$ cat src/rtl/spi_reg_master.sv
`default_nettype none
// ============================================================================
// Module   : spi_reg_master
// Purpose  : Mode-0 SPI initiator issuing two-byte {cmd, data} register
//            transactions and returning the byte captured during byte 2.
// Revision : 1.0 - initial release
// ============================================================================
module spi_reg_master #(
    parameter int CLK_DIV = 4
) (
    input  logic       clk,
    input  logic       rst,
    input  logic       req_valid,
    output logic       req_ready,
    input  logic       req_read,
    input  logic [2:0] req_addr,
    input  logic [7:0] req_wdata,
    output logic       rsp_valid,
    output logic [7:0] rsp_rdata,
    output logic       busy,
    output logic       sclk,
    output logic       cs_n,
    output logic       mosi,
    input  logic       miso
);

    localparam int            CW       = (CLK_DIV > 1) ? $clog2(CLK_DIV) : 1;
    localparam logic [CW-1:0] DIV_LAST = CW'(CLK_DIV - 1);

    typedef enum logic [1:0] {
        S_IDLE  = 2'd0,
        S_SHIFT = 2'd1,
        S_HOLD  = 2'd2,
        S_GAP   = 2'd3
    } state_t;

    state_t        state_q;
    logic [CW-1:0] div_cnt_q;
    logic [3:0]    bit_cnt_q;
    // Bits still to be sent; the bit currently on mosi is already out of here.
    logic [14:0]   shift_q;
    // Only the last eight MISO samples (byte 2) are ever reported.
    logic [7:0]    cap_q;
    logic          ready_q;
    logic          busy_q;
    logic          rsp_valid_q;
    logic [7:0]    rsp_rdata_q;
    logic          sclk_q;
    logic          cs_n_q;
    logic          mosi_q;

    logic          w_div_wrap;
    assign w_div_wrap = (div_cnt_q == DIV_LAST);

    always_ff @(posedge clk or posedge rst) begin
        if (rst) begin
            state_q     <= S_IDLE;
            div_cnt_q   <= '0;
            bit_cnt_q   <= '0;
            shift_q     <= '0;
            cap_q       <= '0;
            ready_q     <= 1'b1;
            busy_q      <= 1'b0;
            rsp_valid_q <= 1'b0;
            rsp_rdata_q <= '0;
            sclk_q      <= 1'b0;
            cs_n_q      <= 1'b1;
            mosi_q      <= 1'b0;
        end else begin
            rsp_valid_q <= 1'b0;
            case (state_q)
                S_IDLE: begin
                    if (req_valid && ready_q) begin
                        shift_q   <= {4'b0000, req_addr, (req_read ? 8'h00 : req_wdata)};
                        mosi_q    <= req_read;
                        cs_n_q    <= 1'b0;
                        ready_q   <= 1'b0;
                        busy_q    <= 1'b1;
                        div_cnt_q <= '0;
                        bit_cnt_q <= '0;
                        state_q   <= S_SHIFT;
                    end
                end
                S_SHIFT: begin
                    if (!w_div_wrap) begin
                        div_cnt_q <= div_cnt_q + CW'(1);
                    end else begin
                        div_cnt_q <= '0;
                        if (!sclk_q) begin
                            sclk_q <= 1'b1;
                            cap_q  <= {cap_q[6:0], miso};
                        end else begin
                            sclk_q <= 1'b0;
                            if (bit_cnt_q == 4'd15) begin
                                state_q <= S_HOLD;
                            end else begin
                                bit_cnt_q <= bit_cnt_q + 4'd1;
                                mosi_q    <= shift_q[14];
                                shift_q   <= {shift_q[13:0], 1'b0};
                            end
                        end
                    end
                end
                S_HOLD: begin
                    if (!w_div_wrap) begin
                        div_cnt_q <= div_cnt_q + CW'(1);
                    end else begin
                        div_cnt_q   <= '0;
                        cs_n_q      <= 1'b1;
                        mosi_q      <= 1'b0;
                        rsp_valid_q <= 1'b1;
                        rsp_rdata_q <= cap_q;
                        state_q     <= S_GAP;
                    end
                end
                S_GAP: begin
                    if (!w_div_wrap) begin
                        div_cnt_q <= div_cnt_q + CW'(1);
                    end else begin
                        div_cnt_q <= '0;
                        ready_q   <= 1'b1;
                        busy_q    <= 1'b0;
                        state_q   <= S_IDLE;
                    end
                end
                default: state_q <= S_IDLE;
            endcase
        end
    end

    assign req_ready = ready_q;
    assign busy      = busy_q;
    assign rsp_valid = rsp_valid_q;
    assign rsp_rdata = rsp_rdata_q;
    assign sclk      = sclk_q;
    assign cs_n      = cs_n_q;
    assign mosi      = mosi_q;

endmodule
`default_nettype wire
$ cat config.mk
export PLATFORM = sky130hd
export DESIGN_NAME = spi_reg_master
export DESIGN_NICKNAME = d
export VERILOG_FILES = /design/src/rtl/spi_reg_master.sv
export SDC_FILE = /design/constraint.sdc
export NUM_CORES = 1
export LEC_CHECK = 0
export BUFFER_PORTS_ARGS = -buffer_cell sky130_fd_sc_hd__buf_2
export CAP_MARGIN = 15
export CORE_MARGIN = 8
export CORE_UTILIZATION = 55
export CTS_BUF_LIST = sky130_fd_sc_hd__clkbuf_8
export CTS_CLUSTER_DIAMETER = 60
export DETAILED_ROUTE_END_ITERATION = 6
export PLACE_DENSITY = 0.77
export SYNTH_ARGS = -nofsm -noshare
export SYNTH_HDL_FRONTEND = slang
export SYNTH_SLANG_ARGS = --single-unit
$ cat constraint.sdc
create_clock -name clk -period 2.01 [get_ports clk]
set_input_delay 0.603 -clock clk [delete_from_list [all_inputs] [get_ports clk]]
set_output_delay 0.603 -clock clk [all_outputs]
set_load 0.03 [all_outputs]
After elaboration in Yosys (flattened, before gate mapping)
Cells that the tools add are included.
Storage, ports and cells
  bits of input ports: 16
  register bits after elaboration: 45
Operators by class
  eq/ne operators: 12
  add/sub/neg operators: 2
  reduce and logical (&&, ||, !) cells: 15
  mux-type cells: 36
  bitwise operators: 1
Operator list (number)
  $mux W15: 4
  $pmux W15 S2: 1
  $mux W2: 8
  $mux W4: 4
  $ne A2 B2 Y1 const B: 7
  $reduce_and A6 Y1: 2
  $mux W1: 11
  $reduce_and A3 Y1: 3
  $mux W8: 1
  $pmux W2 S4: 1
  $pmux W4 S2: 1
  $eq A2 B2 Y1 const B: 3
  $pmux W1 S2: 3
  $reduce_bool A2 Y1: 3
  $reduce_and A5 Y1: 1
  $add A4 B1 Y4 const B: 1
  $eq A4 B4 Y1 const B: 1
  $pmux W2 S2: 1
  $reduce_and A2 Y1: 2
  $pmux W1 S3: 1
  $reduce_bool A3 Y1: 1
  $reduce_or A3 Y1: 1
  $add A2 B1 Y2 const B: 1
  $eq A2 B1 Y1 const B: 1
  3 further kinds: 3

Logic depth before layout (Yosys ltp)
Gate-level depths: netlist of the first run.
  depth in word-level cells: 5
  mapped depth: 8
  gate-level depth less buffers: 6

Worst setup path before layout of the first run
Ideal clock, no wire load.
  path type: register to register
  start point: reg state_q[0]
  end point: reg state_q[1]
  arrival: 1.543 ns
  cell stages (with the launch flop): 8
  setup time: 0.128 ns
  required time: 1.882 ns
  period minus slack after synthesis: 1.671 ns
  slack: 0.339 ns
  cells stage by stage: dfrtp_1 -> inv_1 -> ha_1 -> buf_2 -> a21bo_1 -> o21ai_1 -> a21oi_1 -> mux2_1
Between the ends
  longest elaborated chain between the ends: 3
  elaborated cells on any way between the ends: 12
  those cells by class: eq/ne (9); mux (1); reduce/logical (2)
Ends and longest elaborated chain
  start: declaration: line 37  | state_t state_q;
  start signal: assignment: line 57  | state_q <= S_IDLE;
  start signal: assignment: line 81  | state_q <= S_SHIFT;
  start signal: assignment: line 95  | state_q <= S_HOLD;
  $eq A2 B1 Y1 (tied with other cells): line 71  | case (state_q)
  $ne A2 B2 Y1 (no line)
  $reduce_and A6 Y1 (no line)
Parallel ways exist; a longest one is shown, timed or not.
A chain may end at the register's enable or synchronous reset.

Worst setup path after layout of the first run
  start point: reg state_q[1]
  end point: reg shift_q[2]
Between the ends
  longest elaborated chain between the ends: 3
  elaborated cells on any way between the ends: 9
  those cells by class: eq/ne (5); mux (1); reduce/logical (3)
Ends and longest elaborated chain
  $eq A2 B1 Y1 or $logic_not A2 Y1 (tied branches): line 71
  $ne A2 B2 Y1 (no line) or $reduce_bool A2 Y1 (tied branches)
  $reduce_and A5 Y1 (no line)
  end signal: assignment: line 74  | shift_q <= {4'b0000, req_addr, (req_read ? 8'h00 : req_wdata)};
  end signal: assignment: line 99  | shift_q <= {shift_q[13:0], 1'b0};
  end: declaration: line 41  | logic [14:0] shift_q;
Parallel ways exist; a longest one is shown, timed or not.

==> impl_metrics.csv, run 1 <==
group,metric,value,unit
status,run_status,"complete, no violations",
placed_design,portBuffers,29,
clocking,cts_tree,"yes",
global_route,grt_remaining_overflow,0,
floorplan,die_h,77.86,um
synth,synthesis.area,0.002105,mm^2
synth,seq_area_frac_synth,53.63,%
sta,final.setup.tns,0,ns
final_layout,nNetsFinal,244,
sta,period_share,92.94,%
clocking,cts_root_buf,"clkbuf_8",
final_layout,syn2layout_area_growth,15.04,%
clocking,clock_latency,0.30,ns
sta,fin_crit,1.868,ns
global_route,antenna_found_initial,0,
critical_path,critical_path_required,2.23,ns
clocking,clk_path_buf_depth,2,
detailed_routing,drtIter0Drc,129,
floorplan,initial_utilization,57.48,%
min_path,hold_class,"input port to asynchronous set/reset pin",
critical_path,timing.rr.end,"shift_q[2]",
clocking,cts_sinks,45,
floorplan,io_pins,30,
sta,setup-violations-final,0,
detailed_routing,first_pass_iters,4,
critical_path,slowest_stage,"dfrtp_1",
detailed_routing,routed_wl,4002,um
final_layout,instances_no_fill,271,
placed_design,hpwlAfterDp,3040,um
synth,synth_flop_cell,"dfrtp_1",
floorplan,die_w,77.86,um
sta,slew_viol_final,0,
detailed_routing,wl_per_cell,14.77,um
sta,slew_headroom,64.32,%
critical_path,worst_ep_arrival_time,2.09,ns
global_route,grt_pass1_vias,1595,
critical_path,r2r_start,"state_q[1]",
sta,hold_viol_final,0,
clocking,post_cts_resized,0,
clocking,h-tree-depth,2,
final_layout,multi_input_area,888.4,um^2
global_route,grt_pass1_wl,6913,um
sta,clock.fmax,535.3,MHz
synth,async_flop_share,100.0,%
critical_path,path_max_fanout,12,
floorplan,fp.coreArea,0.003661,mm^2
synth,synth_edf_count,0,
final_layout,diodes,0,
detailed_routing,vias,1517,
critical_path,cpPeakStageDelay,0.42,ns
sta,rsz0062_at_grt,"no",
final_layout,drive_gt1_share,25.11,%
power_and_ir_drop,max-vdd-ir-drop,0.0004653,V
placed_design,gp_congestion,0.8261,
clocking,cts_made_buffers,5,
detailed_routing,drc_errors,0,
clocking,holdBufCountCts,0,
critical_path,ff2ff_setup_slack,0.14,ns
critical_path,crit_chain,"inv_1, ha_1, nand3_1, o31ai_4, buf_4, nor2_1, a21oi_2",
synth,ys_ff_latch,45,
sta,worst_pin_slew,0.5351,ns
sta,skew,0.001660,ns
critical_path,crit_start,"state_q[1]",
synth,postSynthCellCount,189,
synth,synth_top_area_cell,"dfrtp_1",
global_route,grt_start_max_net_pins,46,
final_layout,fillers,285,
detailed_routing,via_per_inst,5.598,
clocking,clkSlewWorstSetupHoldPaths,0.07,ns
power_and_ir_drop,cellPowerDensity,688.4,mW/mm^2
floorplan,row_count,22,
clocking,post-cts-setup-buffer-count,0,
critical_path,cp-start-kind,"flop",
synth,synth_cell_types,38,
synth,yosys-top-cells-count,"43 x dfrtp_1, 23 x nand2_1, 17 x mux2_1",
power_and_ir_drop,p_leak,1.228,nW
critical_path,crit_type,"flop to flop",
critical_path,worstRegToRegCells,7,
synth,avgSynthCellArea,11.14,um^2
critical_path,endpoint_kind,"flop",
synth,syn_nets,211,
final_layout,regArea,0.001129,mm^2
floorplan,dieArea,0.006061,mm^2
detailed_routing,drtAntennaViolNets,0,
flow_run,maxCapViolCount,0,
placed_design,dp_cells,263,
global_route,grt_use_total,14.03,%
synth,synth_warnings,0,
synth,yosys.area.top_type_share,51.13,%
synth,synth_most_common_cell,"dfrtp_1",
synth,ys_top_cells_by_area,"dfrtp_1 51%, mux2_1 9.1%, nand2_1 4.1%, ha_1 3.6%, a21oi_2 3.3%",
-- kinds of logic after synthesis --
logic type	share of synthesized area (%)
AO/OA/AOI/OAI	17.84
adder cells (fa/ha/maj)	3.567
buffers and inverters	4.161
flip-flops	53.63
multiplexers	10.52
AND/OR/NAND/NOR	10.29
-- sequential cells by signal (all words and copies together) (netlist names) --
name       cells
bit_cnt_q      4
busy           1
cap_q          8
cs_n           1
div_cnt_q      2
mosi           1
req_ready      1
rsp_rdata      8
rsp_valid      1
sclk           1
shift_q       15
state_q        2
-- layout make-up --
cell class	count	share of cell area [%]
Tap cell	48	2.481
Clock inverter	2	1.395
Sequential cell	45	46.61
Clock buffer	6	3.411
Multi-Input combinational cell	125	36.69
Inverter	10	1.550
Timing Repair Buffer	35	7.855
-- metrics by stage --
| step | total power, mW | hold slack [ns] | util [%] | setup WS [ns] | area [um^2] |
|---|---|---|---|---|---|
| after detailed placement | 1.005 | 0.4763 | 62.95 | 0.1555 | 2305 |
| final | 1.667 | 0.4293 | 66.13 | 0.1419 | 2421 |
| after CTS | 1.693 | 0.4401 | 66.13 | 0.1511 | 2421 |
| after global placement | 0.9997 | 0.4646 | 62.95 | 0.2318 | 2305 |
| after global routing | 1.732 | 0.4860 | 66.13 | 0.02923 | 2421 |
| after floorplan | 0.9750 | 0.4500 | - | 0.3391 | 2105 |
-- how the worst max path moves through the flow --
stage	end	slack, ns
finish	shift_q[2]	0.14
global placement	state_q[1]	0.23
detailed placement	cap_q[2]	0.16
CTS	shift_q[2]	0.15
global route	state_q[1]	0.03
floorplan	state_q[1]	0.34
-- cells in the final DEF (no fill, tap or decap), types with 2 or more instances in the layout --
master and n:
dfrtp_1 43, buf_2 29, nand2_1 23, mux2_1 17, nor2_1 15, inv_1 10, a21oi_1 9, o21ai_1 8
a21oi_2 8, a22oi_1 7, ha_1 6, clkbuf_8 6, buf_4 6, nor3_1 3, a31oi_1 3, mux2i_1 3
nand3_1 2, o211ai_1 2, dfstp_2 2
-- worst max-delay path: cells and delay by family, from the launching register on --
family / cells / cell delay, ns
buffers and inverters: 2 / 0.34
AND/OR/NAND/NOR: 2 / 0.28
flip-flops: 1 / 0.42
AO/OA/AOI/OAI: 2 / 0.39
adder cells (fa/ha/maj): 1 / 0.36
-- metal layers --
layer / track usage, % / share of wire, % / up-vias
li1: - / - / 728
met1: 15.51 / 43 / 728
met2: 23.48 / 49 / 52
met3: 5.069 / 6.4 / 9
met4: 6.604 / 2.0 / 0
met5: 0 / 0 / -
-- report_power, final --
| group | leakage, nW | internal [mW] | total (mW) | switching [mW] |
|---|---|---|---|---|
| sequential | 0.594 | 0.916 | 0.922 | 0.00611 |
| combinational | 0.571 | 0.0240 | 0.0630 | 0.0389 |
| clock | 0.0626 | 0.400 | 0.682 | 0.282 |
(Power assumes the default switching activity.)
==> run 2, diff against run 1 <==
- CAP_MARGIN: 15 -> 0
- clock period: 2.01 -> 2.4 ns (I/O delays scaled with it)
==> run 2 against run 1 <==
Clock power shrank 20%. Combinational power down 16%. Highest routed layer unchanged. Clock skew increased by 0.0080 ns. Final area decreased by 0.98%. Register-to-register slack better by 0.33 ns. Largest cell class unchanged.
==> impl_metrics.csv, run 2 (synthesis results as in run 1) <==
group,metric,value,unit
status,run_status,"complete, no violations",
power_and_ir_drop,internal_power,1.092,mW
placed_design,hpwlAfterDp,3009,um
sta,final.setup.tns,0,ns
power_and_ir_drop,p_switching,280.1,uW
placed_design,place_area,0.002290,mm^2
power_and_ir_drop,p_leak,1.214,nW
power_and_ir_drop,pwr-share-seq,56.3,%
sta,slew_viol_final,0,
final_layout,final_core_util,65.48,%
min_path,hold_depth,1,
critical_path,r2r_start,"state_q[1]",
power_and_ir_drop,clkPwrFrac,39.8,%
final_layout,fin_area,0.002397,mm^2
global_route,grt_pass1_wl,7182,um
sta,hold_viol_final,0,
critical_path,crit_chain,"inv_1, ha_1, nand3_1, o31ai_4, buf_4, nor2_1, a21oi_2",
critical_path,crit_start,"state_q[1]",
detailed_routing,routed_wl,4053,um
global_route,antenna_found_initial,0,
floorplan,fp.coreArea,0.003661,mm^2
sta,worst_pin_slew,0.5533,ns
sta,rsz0062_at_grt,"no",
detailed_routing,via_per_inst,5.658,
sta,whs,0.4950,ns
detailed_routing,drtIter0Drc,95,
placed_design,gp_congestion,0.8212,
clocking,clock_latency,0.29,ns
detailed_routing,drtAntennaViolNets,0,
final_layout,final_cell_mix,"43 x dfrtp_1, 29 x buf_2, 23 x nand2_1",
clocking,h-tree-depth,2,
clocking,cts_tree,"yes",
critical_path,cpPeakStageDelay,0.41,ns
clocking,post_cts_resized,0,
final_layout,drive_gt1_share,24.43,%
sta,clock.fmax,517.5,MHz
power_and_ir_drop,cellPowerDensity,572.3,mW/mm^2
critical_path,worst_ep_arrival_time,2.15,ns
detailed_routing,wl_per_cell,15.07,um
final_layout,diodes,0,
placed_design,dp_cells,261,
clocking,cts_sinks,45,
sta,period_share,80.52,%
critical_path,worstRegToRegCells,7,
sta,setup-violations-final,0,
critical_path,ff2ff_setup_slack,0.47,ns
placed_design,dp_slack,0.4988,ns
clocking,clkSlewWorstSetupHoldPaths,0.08,ns
final_layout,instances_no_fill,269,
floorplan,io_pins,30,
min_path,hold_class,"flop to flop",
detailed_routing,first_pass_iters,4,
sta,slew_headroom,63.11,%
clocking,clk_path_buf_depth,2,
critical_path,crit_type,"flop to flop",
critical_path,worstSetupEndpoint,"shift_q[7]",
flow_run,maxCapViolCount,0,
global_route,grt_remaining_overflow,0,
power_and_ir_drop,power,1.372,mW
final_layout,largest_reg_flops,15,
power_and_ir_drop,max-vdd-ir-drop,0.0004491,V
clocking,holdBufCountCts,0,
floorplan,initial_utilization,57.48,%
placed_design,portBuffers,29,
critical_path,cp-start-kind,"flop",
floorplan,row_count,22,
detailed_routing,drc_errors,0,
power_and_ir_drop,pwr-share-comb,3.9,%
critical_path,slowest_stage,"dfrtp_1",
sta,skew,0.009622,ns
power_and_ir_drop,netSwitchingFraction,20.42,%
detailed_routing,vias,1522,
floorplan,dieArea,0.006061,mm^2
final_layout,nNetsFinal,242,
critical_path,endpoint_kind,"flop",
clocking,post-cts-setup-buffer-count,0,
critical_path,timing.rr.end,"shift_q[7]",
critical_path,critical_path_required,2.62,ns
global_route,grt_start_max_net_pins,46,
global_route,grt_use_total,14.49,%
final_layout,syn2layout_area_growth,13.91,%
critical_path,path_max_fanout,22,
sta,fin_crit,1.932,ns
final_layout,top_register,"shift_q",
final_layout,layout_commonest_cell,"dfrtp_1",
clocking,cts_made_buffers,5,
clocking,cts_root_buf,"clkbuf_8",
floorplan,die_h,77.86,um
sta,fin_ws,0.4676,ns
global_route,grt_pass1_vias,1555,
floorplan,die_w,77.86,um
-- run 2: cell count changes in the layout (fill, tap and decap cells not counted), sizes merged --
cell | previous run | this run
clkinv | 0 | 1
buf | 35 | 33
clkbuf | 6 | 5
-- run 2: power groups by stage --
stage,Clock [mW],Combinational (mW),Sequential [mW]
final,0.547,0.0529,0.773
after global routing,0.592,0.0605,0.774
after CTS,0.565,0.0544,0.772
after detailed placement,0,0.0542,0.788
after global placement,0,0.0510,0.787
after floorplan,0,0.0309,0.786
-- run 2: layout make-up --
cell class | instances | area, um^2
clock buffer | 5 | 68.82
clock inverter | 3 | 38.79
fill | 296 | 1264
inverter | 10 | 37.54
multi-input combinational | 125 | 888.4
sequential | 45 | 1129
tap | 48 | 60.06
timing repair buffer | 33 | 175.2
-- run 2: worst min path at each step --
stage                            start           end
after floorplan           div_cnt_q[0]  div_cnt_q[0]
after global placement    div_cnt_q[0]  div_cnt_q[0]
after detailed placement  rsp_rdata[5]  rsp_rdata[5]
after CTS                 div_cnt_q[0]  div_cnt_q[0]
after global routing      div_cnt_q[0]  div_cnt_q[0]
final                     div_cnt_q[0]  div_cnt_q[0]
-- run 2: layer usage --
| layer | GRT usage, % | vias up | routed length, um |
|---|---|---|---|
| li1 | - | 728 | - |
| met5 | 0 | - | 0 |
| met4 | 7.925 | 0 | 82 |
| met3 | 4.724 | 6 | 203 |
| met2 | 22.31 | 41 | 1893 |
| met1 | 17.58 | 747 | 1873 |
-- run 2: worst max-delay path: cells and delay by family (launching register included) --
family                     cells  cell delay [ns]
DFF                            1             0.41
buffers and inverters          2             0.40
adders and majority gates      1             0.40
AOI/OAI and AO/OA              2             0.31
and+or+nand+nor                2             0.33
==> run 3, diff against run 2 <==
- ABC_AREA: unset -> 1
- clock period: 2.4 -> 1.98 ns (I/O delays scaled with it)
==> run 3 against run 2 <==
Setup slack worse by 0.21 ns. First-iteration DRC count up 46%. Sequential share of layout area down 1.8 points. Synthesized area up 2.9%. Combinational power down 2%. Count of clock-buffer cells in the layout unchanged. Flip-flop and latch count unchanged.
==> impl_metrics.csv, run 3 <==
group,metric,value,unit
critical_path,crit_buf_inv,2,
final_layout,final_core_util,64.19,%
critical_path,r2r_start,"state_q[1]",
detailed_routing,routed_wl,4305,um
floorplan,initial_utilization,55.72,%
critical_path,crit_type,"flop to flop",
synth,ys_top_cells_by_area,"dfrtp_1 50%, nand2_1 19%, nand3_1 6.9%, o21ai_0 4.6%, ha_1 3.5%",
synth,synth_top_area_cell,"dfrtp_1",
clocking,clkSlewWorstSetupHoldPaths,0.09,ns
floorplan,die_w,78.74,um
synth,syn_nets,288,
synth,synth_cell_types,23,
detailed_routing,first_pass_iters,4,
global_route,met1_usage,18.04,%
final_layout,fin_area,0.002494,mm^2
floorplan,die_h,78.74,um
placed_design,portBuffers,29,
sta,period_share,86.94,%
sta,final.setup.tns,0,ns
critical_path,crit_family,"flip-flops",
global_route,grt_use_total,14.79,%
synth,async_flop_share,100.0,%
final_layout,nNetsFinal,320,
power_and_ir_drop,clkPwrFrac,45.6,%
min_path,hold_class,"input port to asynchronous set/reset pin",
sta,rsz0062_at_grt,"no",
critical_path,cp-start-kind,"flop",
power_and_ir_drop,power,1.785,mW
final_layout,fillers,339,
clocking,cts_sinks,45,
critical_path,path_max_fanout,15,
synth,avgSynthCellArea,8.138,um^2
global_route,globalRoute.busiestLayer,"met2",
detailed_routing,drc_errors,0,
critical_path,slowest_stage,"dfrtp_1",
clocking,h-tree-depth,2,
critical_path,critical_path_required,2.22,ns
global_route,grt_use_met3,4.176,%
floorplan,fp.coreArea,0.003885,mm^2
floorplan,io_pins,30,
sta,worst_pin_slew,0.5109,ns
placed_design,dp_slack,0.2935,ns
clocking,post_cts_resized,0,
clocking,cts_root_buf,"clkbuf_8",
synth,synth_warnings,0,
detailed_routing,drtIter0Drc,139,
global_route,met2_usage,24.11,%
sta,fin_crit,1.721,ns
final_layout,regArea,0.001129,mm^2
synth,ys_ff_latch,45,
flow_run,maxCapViolCount,0,
critical_path,crit_chain,"inv_1, ha_1, nand2_1, o21a_1, buf_4, nand3_1, nand2_1",
critical_path,cpPeakStageDelay,0.40,ns
floorplan,row_count,23,
synth,synth_edf_count,0,
placed_design,dp_cells,341,
global_route,grt_pass1_wl,7438,um
power_and_ir_drop,cellPowerDensity,715.9,mW/mm^2
synth,postSynthCellCount,266,
clocking,cts_tree,"yes",
detailed_routing,vias,1737,
final_layout,final_cell_mix,"110 x nand2_1, 43 x dfrtp_1, 30 x nand3_1",
synth,synth_most_common_cell,"nand2_1",
placed_design,hpwlAfterDp,2960,um
final_layout,layout_commonest_cell,"nand2_1",
final_layout,diodes,0,
global_route,antenna_found_initial,0,
critical_path,timing.rr.end,"shift_q[2]",
detailed_routing,wl_per_cell,12.34,um
final_layout,top_register,"shift_q",
sta,whs,0.3203,ns
critical_path,ff2ff_setup_slack,0.26,ns
power_and_ir_drop,max-vdd-ir-drop,0.0006470,V
critical_path,worstRegToRegCells,7,
status,run_status,"complete, no violations",
power_and_ir_drop,p_switching,344.2,uW
sta,slew_headroom,65.84,%
final_layout,syn2layout_area_growth,15.20,%
critical_path,cp_num_cells,7,
sta,clock.fmax,580.9,MHz
synth,yosys.area.top_type_share,49.71,%
critical_path,worst_ep_arrival_time,1.96,ns
final_layout,instances_no_fill,349,
detailed_routing,drtAntennaViolNets,0,
floorplan,dieArea,0.006199,mm^2
global_route,grt_pass1_vias,1658,
sta,fin_ws,0.2585,ns
final_layout,multi_input_area,883.3,um^2
global_route,grt_start_max_net_pins,46,
critical_path,endpoint_kind,"flop",
placed_design,gp_congestion,0.8806,
power_and_ir_drop,p_leak,1.354,nW
sta,skew,0.007822,ns
sta,setup-violations-final,0,
final_layout,largest_reg_flops,15,
clocking,holdBufCountCts,0,
power_and_ir_drop,pwr-share-comb,2.9,%
placed_design,place_area,0.002360,mm^2
synth,synthesis.area,0.002165,mm^2
synth,seq_area_frac_synth,52.14,%
final_layout,drive_gt1_share,16.39,%
critical_path,cpMostUsedCell,"nand2_1",
synth,yosys-top-cells-count,"110 x nand2_1, 43 x dfrtp_1, 30 x nand3_1",
clocking,cts_made_buffers,5,
clocking,post-cts-setup-buffer-count,0,
clocking,clk_path_buf_depth,2,
power_and_ir_drop,pwr-share-seq,51.5,%
global_route,grt_remaining_overflow,0,
synth,synth_flop_cell,"dfrtp_1",
power_and_ir_drop,netSwitchingFraction,19.28,%
clocking,clock_latency,0.30,ns
sta,hold_viol_final,0,
power_and_ir_drop,internal_power,1.441,mW
sta,slew_viol_final,0,
detailed_routing,via_per_inst,4.977,
run 3: power by group through the flow:
stage          Combinational [mW]  Clock (mW)  Sequential, mW
6_report                   0.0519       0.814           0.919
5_1_grt                    0.0601       0.864           0.920
3_3_place_gp               0.0529           0           0.938
4_1_cts                    0.0534       0.831           0.919
2_1_floorplan              0.0264           0           0.938
3_5_place_dp               0.0529           0           0.938
run 3: routing by layer:
layer  vias up  routed length, um  part of all wire (%)
met5         -                  0                     0
met1       803               1946                    45
met2        25               2138                    50
met3         6                149                   3.5
li1        903                  -                     -
met4         0                 70                   1.6
run 3: area by class of cell:
| type | instances | share of cell area, % |
|---|---|---|
| clock buffer | 5 | 2.760 |
| clock inverter | 3 | 2.609 |
| inverter | 22 | 3.312 |
| multi-input combinational | 189 | 35.42 |
| sequential | 45 | 45.26 |
| tap | 50 | 2.509 |
| timing repair buffer | 35 | 8.128 |
run 3: kinds of logic (layout without fill, tap and decap cells):
family                   Yosys count  in the layout  share of synthesized area, %
AND/OR/NAND/NOR                  158            158                         31.04
buffers and inverters             32             65                         7.052
adder cells (fa/ha/maj)            6              6                         3.468
flip-flops                        45             45                         52.14
AO/OA/AOI/OAI                     24             24                         5.896
XOR/XNOR                           1              1                        0.4047
run 3: how the worst max path moves through the flow:
| stage | slack, ns | from | endpoint |
|---|---|---|---|
| 2_1_floorplan | 0.33 | rst | bit_cnt_q[0] |
| 3_3_place_gp | 0.38 | state_q[0] | mosi |
| 3_5_place_dp | 0.29 | state_q[1] | shift_q[7] |
| 4_1_cts | 0.26 | state_q[1] | shift_q[2] |
| 5_1_grt | 0.06 | state_q[1] | cap_q[3] |
| 6_report | 0.26 | state_q[1] | shift_q[2] |
run 3: tightest hold or removal path: stages:
cell	delay, ns
buf_2	0.10
clkinv_1	0.06
buf_12	0.24
